--- src/rtl/ctrl_pkg.sv ---
// Shared definitions for the pipelined MIPS control unit.
// Holds opcode/funct constants, ALU operation codes and the packed control
// word carried through the ID/EX, EX/MEM and MEM/WB registers.
package ctrl_pkg;

  localparam int unsigned ALU_W = 8;

  // Primary opcodes
  localparam logic [5:0] OP_SPECIAL = 6'h00;
  localparam logic [5:0] OP_J       = 6'h02;
  localparam logic [5:0] OP_JAL     = 6'h03;
  localparam logic [5:0] OP_BEQ     = 6'h04;
  localparam logic [5:0] OP_ADDI    = 6'h08;
  localparam logic [5:0] OP_ADDIU   = 6'h09;
  localparam logic [5:0] OP_SLTI    = 6'h0a;
  localparam logic [5:0] OP_SLTIU   = 6'h0b;
  localparam logic [5:0] OP_ANDI    = 6'h0c;
  localparam logic [5:0] OP_ORI     = 6'h0d;
  localparam logic [5:0] OP_XORI    = 6'h0e;
  localparam logic [5:0] OP_LUI     = 6'h0f;
  localparam logic [5:0] OP_LW      = 6'h23;
  localparam logic [5:0] OP_SW      = 6'h2b;

  // SPECIAL funct codes
  localparam logic [5:0] F_SLL   = 6'h00;
  localparam logic [5:0] F_SRL   = 6'h02;
  localparam logic [5:0] F_SRA   = 6'h03;
  localparam logic [5:0] F_SLLV  = 6'h04;
  localparam logic [5:0] F_SRLV  = 6'h06;
  localparam logic [5:0] F_SRAV  = 6'h07;
  localparam logic [5:0] F_JR    = 6'h08;
  localparam logic [5:0] F_JALR  = 6'h09;
  localparam logic [5:0] F_MFHI  = 6'h10;
  localparam logic [5:0] F_MFLO  = 6'h12;
  localparam logic [5:0] F_MULT  = 6'h18;
  localparam logic [5:0] F_MULTU = 6'h19;
  localparam logic [5:0] F_DIV   = 6'h1a;
  localparam logic [5:0] F_DIVU  = 6'h1b;
  localparam logic [5:0] F_ADD   = 6'h20;
  localparam logic [5:0] F_ADDU  = 6'h21;
  localparam logic [5:0] F_SUB   = 6'h22;
  localparam logic [5:0] F_SUBU  = 6'h23;
  localparam logic [5:0] F_AND   = 6'h24;
  localparam logic [5:0] F_OR    = 6'h25;
  localparam logic [5:0] F_XOR   = 6'h26;
  localparam logic [5:0] F_NOR   = 6'h27;
  localparam logic [5:0] F_SLT   = 6'h2a;
  localparam logic [5:0] F_SLTU  = 6'h2b;

  // ALU operation codes (0 is the bubble / no-op)
  localparam logic [ALU_W-1:0] ALU_NOP   = 8'd0;
  localparam logic [ALU_W-1:0] ALU_ADD   = 8'd1;
  localparam logic [ALU_W-1:0] ALU_ADDU  = 8'd2;
  localparam logic [ALU_W-1:0] ALU_SUB   = 8'd3;
  localparam logic [ALU_W-1:0] ALU_SUBU  = 8'd4;
  localparam logic [ALU_W-1:0] ALU_AND   = 8'd5;
  localparam logic [ALU_W-1:0] ALU_OR    = 8'd6;
  localparam logic [ALU_W-1:0] ALU_XOR   = 8'd7;
  localparam logic [ALU_W-1:0] ALU_NOR   = 8'd8;
  localparam logic [ALU_W-1:0] ALU_SLT   = 8'd9;
  localparam logic [ALU_W-1:0] ALU_SLTU  = 8'd10;
  localparam logic [ALU_W-1:0] ALU_SLL   = 8'd11;
  localparam logic [ALU_W-1:0] ALU_SRL   = 8'd12;
  localparam logic [ALU_W-1:0] ALU_SRA   = 8'd13;
  localparam logic [ALU_W-1:0] ALU_LUI   = 8'd14;
  localparam logic [ALU_W-1:0] ALU_MULT  = 8'd15;
  localparam logic [ALU_W-1:0] ALU_MULTU = 8'd16;
  localparam logic [ALU_W-1:0] ALU_DIV   = 8'd17;
  localparam logic [ALU_W-1:0] ALU_DIVU  = 8'd18;
  localparam logic [ALU_W-1:0] ALU_MFHI  = 8'd19;
  localparam logic [ALU_W-1:0] ALU_MFLO  = 8'd20;

  typedef struct packed {
    logic [ALU_W-1:0] alucontrol;
    logic             alusrc;
    logic             shifti;
    logic             regdst;
    logic             mdu_start;
    logic             mdu_div;
  } ex_ctrl_t;

  typedef struct packed {
    logic memread;
    logic memwrite;
  } mem_ctrl_t;

  typedef struct packed {
    logic regwrite;
    logic mem2reg;
    logic link;
  } wb_ctrl_t;

  // Full control word as loaded into ID/EX
  typedef struct packed {
    ex_ctrl_t   ex;
    mem_ctrl_t  mem;
    wb_ctrl_t   wb;
    logic [4:0] writereg;
  } ctrl_word_t;

  // Later stages keep only the sub-fields they still consume
  typedef struct packed {
    mem_ctrl_t  mem;
    wb_ctrl_t   wb;
    logic [4:0] writereg;
  } exmem_word_t;

  typedef struct packed {
    wb_ctrl_t   wb;
    logic [4:0] writereg;
  } memwb_word_t;

  // ID-only decode results
  typedef struct packed {
    logic beq;
    logic jump;
    logic jumpv;
    logic mdu_dep;
    logic uses_rs;
    logic uses_rt;
  } id_ctrl_t;

  function automatic logic src_hit(input logic [4:0] dst, input logic [4:0] rs,
                                   input logic [4:0] rt, input logic use_rs,
                                   input logic use_rt);
    return (use_rs && (rs == dst)) || (use_rt && (rt == dst));
  endfunction

endpackage

--- src/rtl/ctrl_decode.sv ---
// Combinational instruction decoder.
// Ports: op_i/funct_i/rt_i/rd_i instruction fields; word_o control word for
// ID/EX (including destination register); id_o ID-only flags (branch/jump
// kind, MDU dependency, source-register usage).
module ctrl_decode
  import ctrl_pkg::*;
(
  input  logic [5:0] op_i,
  input  logic [5:0] funct_i,
  input  logic [4:0] rt_i,
  input  logic [4:0] rd_i,
  output ctrl_word_t word_o,
  output id_ctrl_t   id_o
);

  logic [4:0] dst;

  always_comb begin
    word_o = '0;
    id_o   = '0;
    dst    = '0;
    case (op_i)
      OP_SPECIAL: begin
        word_o.ex.regdst   = 1'b1;
        word_o.wb.regwrite = 1'b1;
        id_o.uses_rs       = 1'b1;
        id_o.uses_rt       = 1'b1;
        case (funct_i)
          F_SLL:  begin word_o.ex.alucontrol = ALU_SLL; word_o.ex.shifti = 1'b1; id_o.uses_rs = 1'b0; end
          F_SRL:  begin word_o.ex.alucontrol = ALU_SRL; word_o.ex.shifti = 1'b1; id_o.uses_rs = 1'b0; end
          F_SRA:  begin word_o.ex.alucontrol = ALU_SRA; word_o.ex.shifti = 1'b1; id_o.uses_rs = 1'b0; end
          F_SLLV: word_o.ex.alucontrol = ALU_SLL;
          F_SRLV: word_o.ex.alucontrol = ALU_SRL;
          F_SRAV: word_o.ex.alucontrol = ALU_SRA;
          F_ADD:  word_o.ex.alucontrol = ALU_ADD;
          F_ADDU: word_o.ex.alucontrol = ALU_ADDU;
          F_SUB:  word_o.ex.alucontrol = ALU_SUB;
          F_SUBU: word_o.ex.alucontrol = ALU_SUBU;
          F_AND:  word_o.ex.alucontrol = ALU_AND;
          F_OR:   word_o.ex.alucontrol = ALU_OR;
          F_XOR:  word_o.ex.alucontrol = ALU_XOR;
          F_NOR:  word_o.ex.alucontrol = ALU_NOR;
          F_SLT:  word_o.ex.alucontrol = ALU_SLT;
          F_SLTU: word_o.ex.alucontrol = ALU_SLTU;
          F_JR: begin
            id_o.jumpv         = 1'b1;
            id_o.uses_rt       = 1'b0;
            word_o.ex.regdst   = 1'b0;
            word_o.wb.regwrite = 1'b0;
          end
          F_JALR: begin
            id_o.jumpv     = 1'b1;
            id_o.uses_rt   = 1'b0;
            word_o.wb.link = 1'b1;
          end
          F_MFHI, F_MFLO: begin
            word_o.ex.alucontrol = (funct_i == F_MFHI) ? ALU_MFHI : ALU_MFLO;
            id_o.uses_rs         = 1'b0;
            id_o.uses_rt         = 1'b0;
            id_o.mdu_dep         = 1'b1;
          end
          F_MULT, F_MULTU, F_DIV, F_DIVU: begin
            case (funct_i)
              F_MULT:  word_o.ex.alucontrol = ALU_MULT;
              F_MULTU: word_o.ex.alucontrol = ALU_MULTU;
              F_DIV:   word_o.ex.alucontrol = ALU_DIV;
              default: word_o.ex.alucontrol = ALU_DIVU;
            endcase
            word_o.ex.regdst    = 1'b0;
            word_o.wb.regwrite  = 1'b0;
            word_o.ex.mdu_start = 1'b1;
            word_o.ex.mdu_div   = (funct_i == F_DIV) || (funct_i == F_DIVU);
            id_o.mdu_dep        = 1'b1;
          end
          default: begin
            word_o = '0;
            id_o   = '0;
          end
        endcase
      end
      OP_ADDI, OP_ADDIU, OP_SLTI, OP_SLTIU, OP_ANDI, OP_ORI, OP_XORI, OP_LUI: begin
        case (op_i)
          OP_ADDI:  word_o.ex.alucontrol = ALU_ADD;
          OP_ADDIU: word_o.ex.alucontrol = ALU_ADDU;
          OP_SLTI:  word_o.ex.alucontrol = ALU_SLT;
          OP_SLTIU: word_o.ex.alucontrol = ALU_SLTU;
          OP_ANDI:  word_o.ex.alucontrol = ALU_AND;
          OP_ORI:   word_o.ex.alucontrol = ALU_OR;
          OP_XORI:  word_o.ex.alucontrol = ALU_XOR;
          default:  word_o.ex.alucontrol = ALU_LUI;
        endcase
        word_o.ex.alusrc   = 1'b1;
        word_o.wb.regwrite = 1'b1;
        id_o.uses_rs       = (op_i != OP_LUI);
      end
      OP_LW: begin
        word_o.ex.alucontrol = ALU_ADD;
        word_o.ex.alusrc     = 1'b1;
        word_o.mem.memread   = 1'b1;
        word_o.wb.regwrite   = 1'b1;
        word_o.wb.mem2reg    = 1'b1;
        id_o.uses_rs         = 1'b1;
      end
      OP_SW: begin
        word_o.ex.alucontrol = ALU_ADD;
        word_o.ex.alusrc     = 1'b1;
        word_o.mem.memwrite  = 1'b1;
        id_o.uses_rs         = 1'b1;
        id_o.uses_rt         = 1'b1;
      end
      OP_BEQ: begin
        id_o.beq     = 1'b1;
        id_o.uses_rs = 1'b1;
        id_o.uses_rt = 1'b1;
      end
      OP_J:   id_o.jump = 1'b1;
      OP_JAL: begin
        id_o.jump          = 1'b1;
        word_o.wb.link     = 1'b1;
        word_o.wb.regwrite = 1'b1;
      end
      default: begin
        word_o = '0;
        id_o   = '0;
      end
    endcase

    // JAL links to $31; JALR links to rd like other R-type writes
    if (word_o.wb.link && !word_o.ex.regdst) dst = 5'd31;
    else if (word_o.ex.regdst)               dst = rd_i;
    else                                     dst = rt_i;

    if (dst == '0) word_o.wb.regwrite = 1'b0;
    word_o.writereg = word_o.wb.regwrite ? dst : '0;
  end

endmodule

--- src/rtl/pipe_controller.sv ---
// Pipelined MIPS control unit.
// Decodes the ID instruction, carries control through ID/EX, EX/MEM and
// MEM/WB, detects load-use, branch-operand and MDU hazards, and drives the
// PC/IF-ID stall and flush lines.
// Ports: clk/rst (sync, active high); inst_d, branch_eq_d from ID;
// stall_f/stall_d/flush_f front-end control; jump_d/jumpv_d/beq_d decoded
// transfers; *_e EX controls; mdu_start_e/mdu_busy MDU tracking;
// writereg_{e,m,w} destinations; *_m MEM controls; *_w WB controls.
module pipe_controller
  import ctrl_pkg::*;
#(
  parameter int unsigned ALUCTRL_W  = 8,
  parameter int unsigned MUL_CYCLES = 4,
  parameter int unsigned DIV_CYCLES = 32
) (
  input  logic                 clk,
  input  logic                 rst,
  input  logic [31:0]          inst_d,
  input  logic                 branch_eq_d,
  output logic                 stall_f,
  output logic                 stall_d,
  output logic                 flush_f,
  output logic                 jump_d,
  output logic                 jumpv_d,
  output logic                 beq_d,
  output logic [ALUCTRL_W-1:0] alucontrol_e,
  output logic                 alusrc_e,
  output logic                 shifti_e,
  output logic                 regdst_e,
  output logic                 mdu_start_e,
  output logic                 mdu_busy,
  output logic [4:0]           writereg_e,
  output logic [4:0]           writereg_m,
  output logic [4:0]           writereg_w,
  output logic                 memread_m,
  output logic                 memwrite_m,
  output logic                 regwrite_w,
  output logic                 mem2reg_w,
  output logic                 link_w
);

  localparam int unsigned MAX_CYC = (DIV_CYCLES > MUL_CYCLES) ? DIV_CYCLES : MUL_CYCLES;
  localparam int unsigned CNT_W   = $clog2(MAX_CYC + 1);
  localparam logic [CNT_W-1:0] MUL_LOAD = CNT_W'(MUL_CYCLES - 1);
  localparam logic [CNT_W-1:0] DIV_LOAD = CNT_W'(DIV_CYCLES - 1);

  ctrl_word_t  dec_word;
  id_ctrl_t    dec_id;
  ctrl_word_t  idex_q, idex_d;
  exmem_word_t exmem_q, exmem_d;
  memwb_word_t memwb_q, memwb_d;
  logic [CNT_W-1:0] mdu_cnt_q, mdu_cnt_d;

  logic [4:0] id_rs, id_rt;
  logic       load_use, branch_haz, mdu_haz, stall;
  logic       unused_shamt;

  assign id_rs        = inst_d[25:21];
  assign id_rt        = inst_d[20:16];
  assign unused_shamt = ^inst_d[10:6];

  ctrl_decode u_decode (
    .op_i    (inst_d[31:26]),
    .funct_i (inst_d[5:0]),
    .rt_i    (id_rt),
    .rd_i    (inst_d[15:11]),
    .word_o  (dec_word),
    .id_o    (dec_id)
  );

  assign mdu_start_e = idex_q.ex.mdu_start;
  assign mdu_busy    = (mdu_cnt_q != '0);

  assign load_use = idex_q.mem.memread && (idex_q.writereg != '0) &&
                    src_hit(idex_q.writereg, id_rs, id_rt, dec_id.uses_rs, dec_id.uses_rt);

  // Branch operands are compared in ID, so an EX producer or a load still
  // in MEM cannot be forwarded in time. $0 never creates a dependency.
  assign branch_haz = (dec_id.beq || dec_id.jumpv) &&
    ((idex_q.wb.regwrite &&
      src_hit(idex_q.writereg, id_rs, id_rt, dec_id.uses_rs, dec_id.uses_rt)) ||
     (exmem_q.mem.memread && (exmem_q.writereg != '0) &&
      src_hit(exmem_q.writereg, id_rs, id_rt, dec_id.uses_rs, dec_id.uses_rt)));

  assign mdu_haz = dec_id.mdu_dep && (mdu_busy || mdu_start_e);

  // Front-end outputs are forced low while reset is held
  assign stall   = ~rst & (load_use | branch_haz | mdu_haz);
  assign stall_f = stall;
  assign stall_d = stall;
  assign jump_d  = ~rst & dec_id.jump;
  assign jumpv_d = ~rst & dec_id.jumpv;
  assign beq_d   = ~rst & dec_id.beq;
  assign flush_f = ~rst & ~stall & (dec_id.jump | dec_id.jumpv | (dec_id.beq & branch_eq_d));

  always_comb begin
    idex_d           = stall ? '0 : dec_word;
    exmem_d.mem      = idex_q.mem;
    exmem_d.wb       = idex_q.wb;
    exmem_d.writereg = idex_q.writereg;
    memwb_d.wb       = exmem_q.wb;
    memwb_d.writereg = exmem_q.writereg;

    mdu_cnt_d = mdu_cnt_q;
    if (idex_q.ex.mdu_start)    mdu_cnt_d = idex_q.ex.mdu_div ? DIV_LOAD : MUL_LOAD;
    else if (mdu_cnt_q != '0)   mdu_cnt_d = mdu_cnt_q - CNT_W'(1);
  end

  always_ff @(posedge clk) begin
    if (rst) begin
      idex_q    <= '0;
      exmem_q   <= '0;
      memwb_q   <= '0;
      mdu_cnt_q <= '0;
    end else begin
      idex_q    <= idex_d;
      exmem_q   <= exmem_d;
      memwb_q   <= memwb_d;
      mdu_cnt_q <= mdu_cnt_d;
    end
  end

  assign alucontrol_e = ALUCTRL_W'(idex_q.ex.alucontrol);
  assign alusrc_e     = idex_q.ex.alusrc;
  assign shifti_e     = idex_q.ex.shifti;
  assign regdst_e     = idex_q.ex.regdst;
  assign writereg_e   = idex_q.writereg;
  assign writereg_m   = exmem_q.writereg;
  assign memread_m    = exmem_q.mem.memread;
  assign memwrite_m   = exmem_q.mem.memwrite;
  assign writereg_w   = memwb_q.writereg;
  assign regwrite_w   = memwb_q.wb.regwrite;
  assign mem2reg_w    = memwb_q.wb.mem2reg;
  assign link_w       = memwb_q.wb.link;

endmodule

--- config.mk ---
export PLATFORM = sky130hd
export DESIGN_NAME = pipe_controller
export DESIGN_NICKNAME = d
export VERILOG_FILES = /design/src/rtl/ctrl_pkg.sv /design/src/rtl/ctrl_decode.sv /design/src/rtl/pipe_controller.sv
export SDC_FILE = /design/constraint.sdc
export NUM_CORES = 1
export LEC_CHECK = 0
export BUFFER_PORTS_ARGS = -buffer_cell sky130_fd_sc_hd__buf_4
export CORE_MARGIN = 2
export CORE_UTILIZATION = 50
export DETAILED_ROUTE_END_ITERATION = 6
export PLACE_DENSITY = 0.78
export SYNTH_ARGS = -nofsm -noshare
export SYNTH_HDL_FRONTEND = slang
export SYNTH_SLANG_ARGS = --single-unit
--- constraint.sdc ---
create_clock -name clk -period 3.3 [get_ports clk]
set_clock_uncertainty 0.1 [all_clocks]
set_input_delay 0.165 -clock clk [delete_from_list [all_inputs] [get_ports clk]]
set_output_delay 0.165 -clock clk [all_outputs]
set_load 0.02 [all_outputs]
# Yosys cells after proc, flatten, opt, wreduce, memory -nomap -nowiden
# Cells that the tools add are included.
dict set report word_totals {
  ff_bits 45
  input_bits 35
}
dict set report classes {
  add_sub_neg 1
  eq_ne 41
  n_mux 29
  bitwise_logic 16
  reduce_logical 47
}
# operator count
set op_table {}
lappend op_table {{$pmux 8 s15} 1}
lappend op_table {{$eq 6x6->1 const B} 12}
lappend op_table {{$eq 6x4->1 const B} 10}
lappend op_table {{$reduce_or 19->1} 2}
lappend op_table {{$eq 6x5->1 const B} 6}
lappend op_table {{$pmux 4 s7} 1}
lappend op_table {{$pmux 9 s3} 1}
lappend op_table {{$eq 6x2->1 const B} 4}
lappend op_table {{$eq 6x3->1 const B} 4}
lappend op_table {{$eq 5x5->1} 4}
lappend op_table {{$reduce_or 20->1} 1}
lappend op_table {{$reduce_or 2->1} 9}
lappend op_table {{$mux 5} 3}
lappend op_table {{$pmux 5 s3} 1}
lappend op_table {{$logic_and 1x1->1} 12}
lappend op_table {{$logic_not 6->1} 2}
lappend op_table {{$mux 1} 12}
lappend op_table {{$mux 6} 2}
lappend op_table {{$reduce_or 3->1} 4}
lappend op_table {{$reduce_bool 5->1} 2}
lappend op_table {{$reduce_or 10->1} 1}
lappend op_table {{$reduce_or 4->1} 2}
lappend op_table {{$reduce_or 8->1} 1}
lappend op_table {{$and 1x1->1} 7}
lappend op_table {{14 further kinds} 30}

# Logic depth before layout (Yosys ltp)
dict set report logic_depth {
  ltp_word 15
  mapped_depth 10
  depth_no_buf 8
}

# By module
# Synthesis repeated with hierarchy kept, for this count alone.
dict set report hier_totals {
  hier_cells 315
  area_unflattened_um2 2717.6
}
# mod instances cells_each area_per_inst_um2
set modules_own_cells {}
lappend modules_own_cells {pipe_controller 1 189 1899.3}
lappend modules_own_cells {ctrl_decode 1 126 818.3}

# Worst setup path after synthesis
# Ideal clock, no wire load.
dict set report synth_timing {
  kind {reg2out}
  start {register mdu_cnt_q[0]}
  end {output port flush_f}
  arrival_time_ns 2.203
  required_ns 3.035
  slack_ns 0.832
  stages_incl_launch_ff 11
  n_path_buf 2
  cell_sequence {dfxtp_1 inv_1 ha_1 nand2_1 or3_1 clkbuf_1 nor2_1 or3_1 nand3_2 buf_6 a311oi_1}
}
dict set report synth_via {
  elab_chain_cells 8
}
# element line_no
set synth_lines {}
lappend synth_lines {{start, declared} pipe_controller.sv:52} ;# logic [CNT_W-1:0] mdu_cnt_q, mdu_cnt_d;
lappend synth_lines {{start signal, assigned} pipe_controller.sv:119} ;# mdu_cnt_q <= mdu_cnt_d;
lappend synth_lines {{$reduce_bool 6->1} pipe_controller.sv:72} ;# assign mdu_busy = (mdu_cnt_q != '0);
lappend synth_lines {{via mdu_busy} pipe_controller.sv:31} ;# output logic mdu_busy,
lappend synth_lines {{$logic_or 1x1->1} pipe_controller.sv:85} ;# assign mdu_haz = dec_id.mdu_dep && (mdu_busy || mdu_start_e);
lappend synth_lines {{$logic_and 1x1->1} pipe_controller.sv:85}
lappend synth_lines {{$or 1x1->1} pipe_controller.sv:88} ;# assign stall = ~rst & (load_use | branch_haz | mdu_haz);
lappend synth_lines {{$and 1x1->1} pipe_controller.sv:88}
lappend synth_lines {{$not 1->1} pipe_controller.sv:94} ;# assign flush_f = ~rst & ~stall & (dec_id.jump | dec_id.jumpv | (dec_id.beq & branch_eq_d));
lappend synth_lines {{$and 1x1->1 (2 in a row)} pipe_controller.sv:94}
lappend synth_lines {{end, declared} pipe_controller.sv:22} ;# output logic flush_f,
# The timed path passes the listed nets, and every way through them passes these cells.

# Worst setup path after layout
dict set report layout_timing {
  start {register mdu_cnt_q[0]}
  end {output port flush_f}
}
dict set report layout_via {
  elab_chain_cells 8
}
# element line_no
set layout_lines {}
lappend layout_lines {{$reduce_bool 6->1} pipe_controller.sv:72}
lappend layout_lines {{$logic_or 1x1->1} pipe_controller.sv:85}
lappend layout_lines {{$logic_and 1x1->1} pipe_controller.sv:85}
lappend layout_lines {{$or 1x1->1} pipe_controller.sv:88}
lappend layout_lines {{$and 1x1->1} pipe_controller.sv:88}
lappend layout_lines {{$not 1->1} pipe_controller.sv:94}
lappend layout_lines {{$and 1x1->1 (2 in a row)} pipe_controller.sv:94}
# Every way passes these cells.

==> results.toml <==
[floorplanning]
num_rows = 26
die_w_um = 76.5
die_h_um = 76.5
die-area_mm2 = 0.00585
coreArea_mm2 = 0.00507
start_util = 0.518
pin_count = 74

[placement]
gp_routability_congestion = 0.854
hpwl_mm = 4.29
place_worst_setup_slack_ps = 746
portBuffers = 65

[critical_path]
cp.arrival_ps = 2620
cp_max_fo = 20
cpPeakStageDelay_ps = 420
critPathSlowestCell = "or3_1"
required_ps = 3030
path_class = "reg -> out"
cpMostUsedCell = "or3_1"
crit_chain = "inv_1, ha_1, nand2_1, or3_1, nor2_1, or3_1, nand3_2, a311oi_1, buf_4"
critical_path.top_delay_family = "simple AND/OR/NAND/NOR gates"
path_buf_inv = 2
worstSetupStartpointType = "flop"
end_kind = "output pin"

[global_routing]
grt_max_degree = 43
grt_pass1_wl_mm = 9.83
antenna_found_initial = 0
grt_pass1_vias = 2059
grt_usage = 0.202
gr-total-overflow = 0

[clock_tree]
numCtsBuffers = 5
clk_pin_slew_ps = 80
cts_tree = "built"
clk-insertion-delay-late_ps = 290
cts-root-buf = "clkbuf_8"
clockBufferDepth = 2
cts-htree-levels = 2
cts.sinks = 42
cts.repair.resized = 0
cts_hold_buf = 0
cts_setup_buffers = 0

[min_path]
worstHoldPathType = "in -> reg"

[drt]
drt_wl_total_mm = 5.82
wl_met1_mm = 2.75
wl_met2_mm = 2.62
top_layer = "met4"
drt_iter0_markers = 124
vias_per_cell = 5.35
post-route-drc-count = 0
met3_length_um = 347
post_drt_wl_per_cell_um = 13.7
ant_nets = 0
dr_total_vias = 2264
drtPass1Iterations = 4

[sta]
finalSetupViolCount = 0
period_share = 0.875
hold_violations = 0
fmax_mhz = 346
post-route-min-period_ps = 2890
worst_slack_ps = 412
setup_tns_ps = 0
slew_violations = 0
rsz0062_at_grt = "no"

[yosys]
ys_seq_area_frac = 0.320
ys_warn_count = 0
synth_edf_count = 0
ys.flop_type = "dfxtp_1"
ys_ff_latch = 42
ys_types = 64
syn_inst = 317
syn_avg_cell_area_um2 = 8.29
netlist_area_mm2 = 0.00263
async_flop_share = 0

[pwr]
swShare = 0.304
leakage_nw = 1.28
irDropWorstVdd_mv = 0.302
finalPower_mw = 1.34
power_frac_comb = 0.297
power.internal_mw = 0.935
p_seq_frac = 0.427
clkPwrFrac = 0.276
power.density_mw_per_mm2 = 443
power.switching_mw = 0.409

[finish]
drive_above_1_share = 0.261
nets = 388
syn_to_final_growth_pct = 15.5
antennaDiodeCount = 0
num-fill-cells = 500

[run_status]
status = "complete, no violations"

[run]
max_cap_viol_count = 0
registers in the layout, summed over array words and instances, names as in the netlist, 3 cells and up:
name and count:
exmem_q 3, exmem_d 4, writereg_e 5, writereg_w 5
mdu_cnt_q 6, writereg_m 5, alucontrol_e 5
final cells by class:
cell class / count / area (um^2) / share of cell area
Multi-Input combinational cell: 229 / 1480 / 0.486
Sequential cell: 42 / 841 / 0.277
Timing Repair Buffer: 65 / 488 / 0.161
Clock buffer: 8 / 110 / 0.0363
Tap cell: 70 / 87.6 / 0.0289
Inverter: 9 / 33.8 / 0.0111
stage by stage:
| stage | cells | hold slack [ps] | util | instance area [um^2] |
|---|---|---|---|---|
| global route | 423 | 27.6 | 0.598 | 3040 |
| global placement | 415 | 320 | 0.576 | 2930 |
| detailed placement | 415 | 332 | 0.576 | 2930 |
| CTS | 423 | 21.3 | 0.598 | 3040 |
| floorplan | 319 | 199 | - | 2640 |
| finish | 423 | 31.0 | 0.598 | 3040 |
synthesized netlist by cell type, types with 5 or more instances:
cell	instances	area share
buf_4	20	0.057
nand2b_1	9	0.021
a21oi_1	18	0.034
o311ai_1	5	0.017
nand3_1	5	0.0095
o21ai_0	12	0.023
dfxtp_1	42	0.32
xor2_1	16	0.053
inv_1	9	0.013
nor2b_1	20	0.048
nor2_1	32	0.046
xnor2_1	9	0.030
nor4_1	5	0.012
nor3_1	13	0.025
clkbuf_1	8	0.011
nand2_1	16	0.023
cells by family (layout without fill, tap and decap cells):
| kind of cell | count (synthesis) | count (layout) | synth area share |
|---|---|---|---|
| compound gates | 65 | 65 | 0.174 |
| xor+xnor | 25 | 25 | 0.0833 |
| fa+ha+maj | 1 | 1 | 0.00476 |
| buf+inv | 48 | 82 | 0.121 |
| flops | 42 | 42 | 0.320 |
| mux | 2 | 2 | 0.00810 |
| other cells | 1 | 3 | 0.00143 |
| simple gates | 133 | 133 | 0.287 |
layer usage:
metal  up-vias  track usage
li1       1154            -
met1      1012        0.291
met2        86        0.303
met3        12       0.0391
met4         0       0.0673
met5         -            0
power by group through the flow:
| stage | clock [mW] | sequential, mW | combinational [mW] |
|---|---|---|---|
| 6_report | 0.371 | 0.574 | 0.399 |
| 3_5_place_dp | 0 | 0.586 | 0.398 |
| 2_1_floorplan | 0 | 0.580 | 0.315 |
| 3_3_place_gp | 0 | 0.585 | 0.393 |
| 4_1_cts | 0.377 | 0.574 | 0.400 |
| 5_1_grt | 0.407 | 0.580 | 0.450 |
worst register-to-register path, cell delays in order (launching register included):
cell	delay [ps]
dfxtp_1	310
inv_1	80
ha_1	180
nand2_1	80
or3_1	420
nor2_1	140
or3_1	170
nand3_2	340
nor4_1	470
placed cells by master (no fill, tap or decap), types with 2 or more instances in the layout:
cell | netlist | final
buf_4 | 20 | 65
dfxtp_1 | 42 | 42
nor2_1 | 32 | 32
nor2b_1 | 20 | 20
a21oi_1 | 18 | 18
nand2_1 | 16 | 16
xor2_1 | 16 | 16
nor3_1 | 13 | 13
o21ai_0 | 12 | 12
inv_1 | 9 | 9
nand2b_1 | 9 | 9
xnor2_1 | 9 | 9
clkbuf_8 | 3 | 8
nor4_1 | 5 | 5
nand3_1 | 5 | 5
o311ai_1 | 5 | 5
or3_1 | 4 | 4
a31oi_1 | 4 | 4
or2b_1 | 4 | 4
or2_2 | 3 | 3
or4_1 | 3 | 3
o22ai_1 | 3 | 3
conb_1 | 1 | 3
a32oi_1 | 2 | 2
o2111ai_1 | 2 | 2
o32ai_1 | 2 | 2
a211o_1 | 2 | 2
nand4_1 | 2 | 2
and2_1 | 2 | 2
o211ai_1 | 2 | 2
o31ai_1 | 2 | 2
nor3b_1 | 2 | 2
path summary, 6_finish.rpt:
kind              slack, ps         start    endpoint  cells after the start
hold reg to reg         340    exmem_q[7]  regwrite_w                      1
hold / removal           30    inst_d[29]  exmem_d[6]                      2
setup / recovery        410  mdu_cnt_q[0]     flush_f                      9
setup reg to reg        850  mdu_cnt_q[0]  exmem_d[5]                      8
Power figures use the tool's default switching activity.
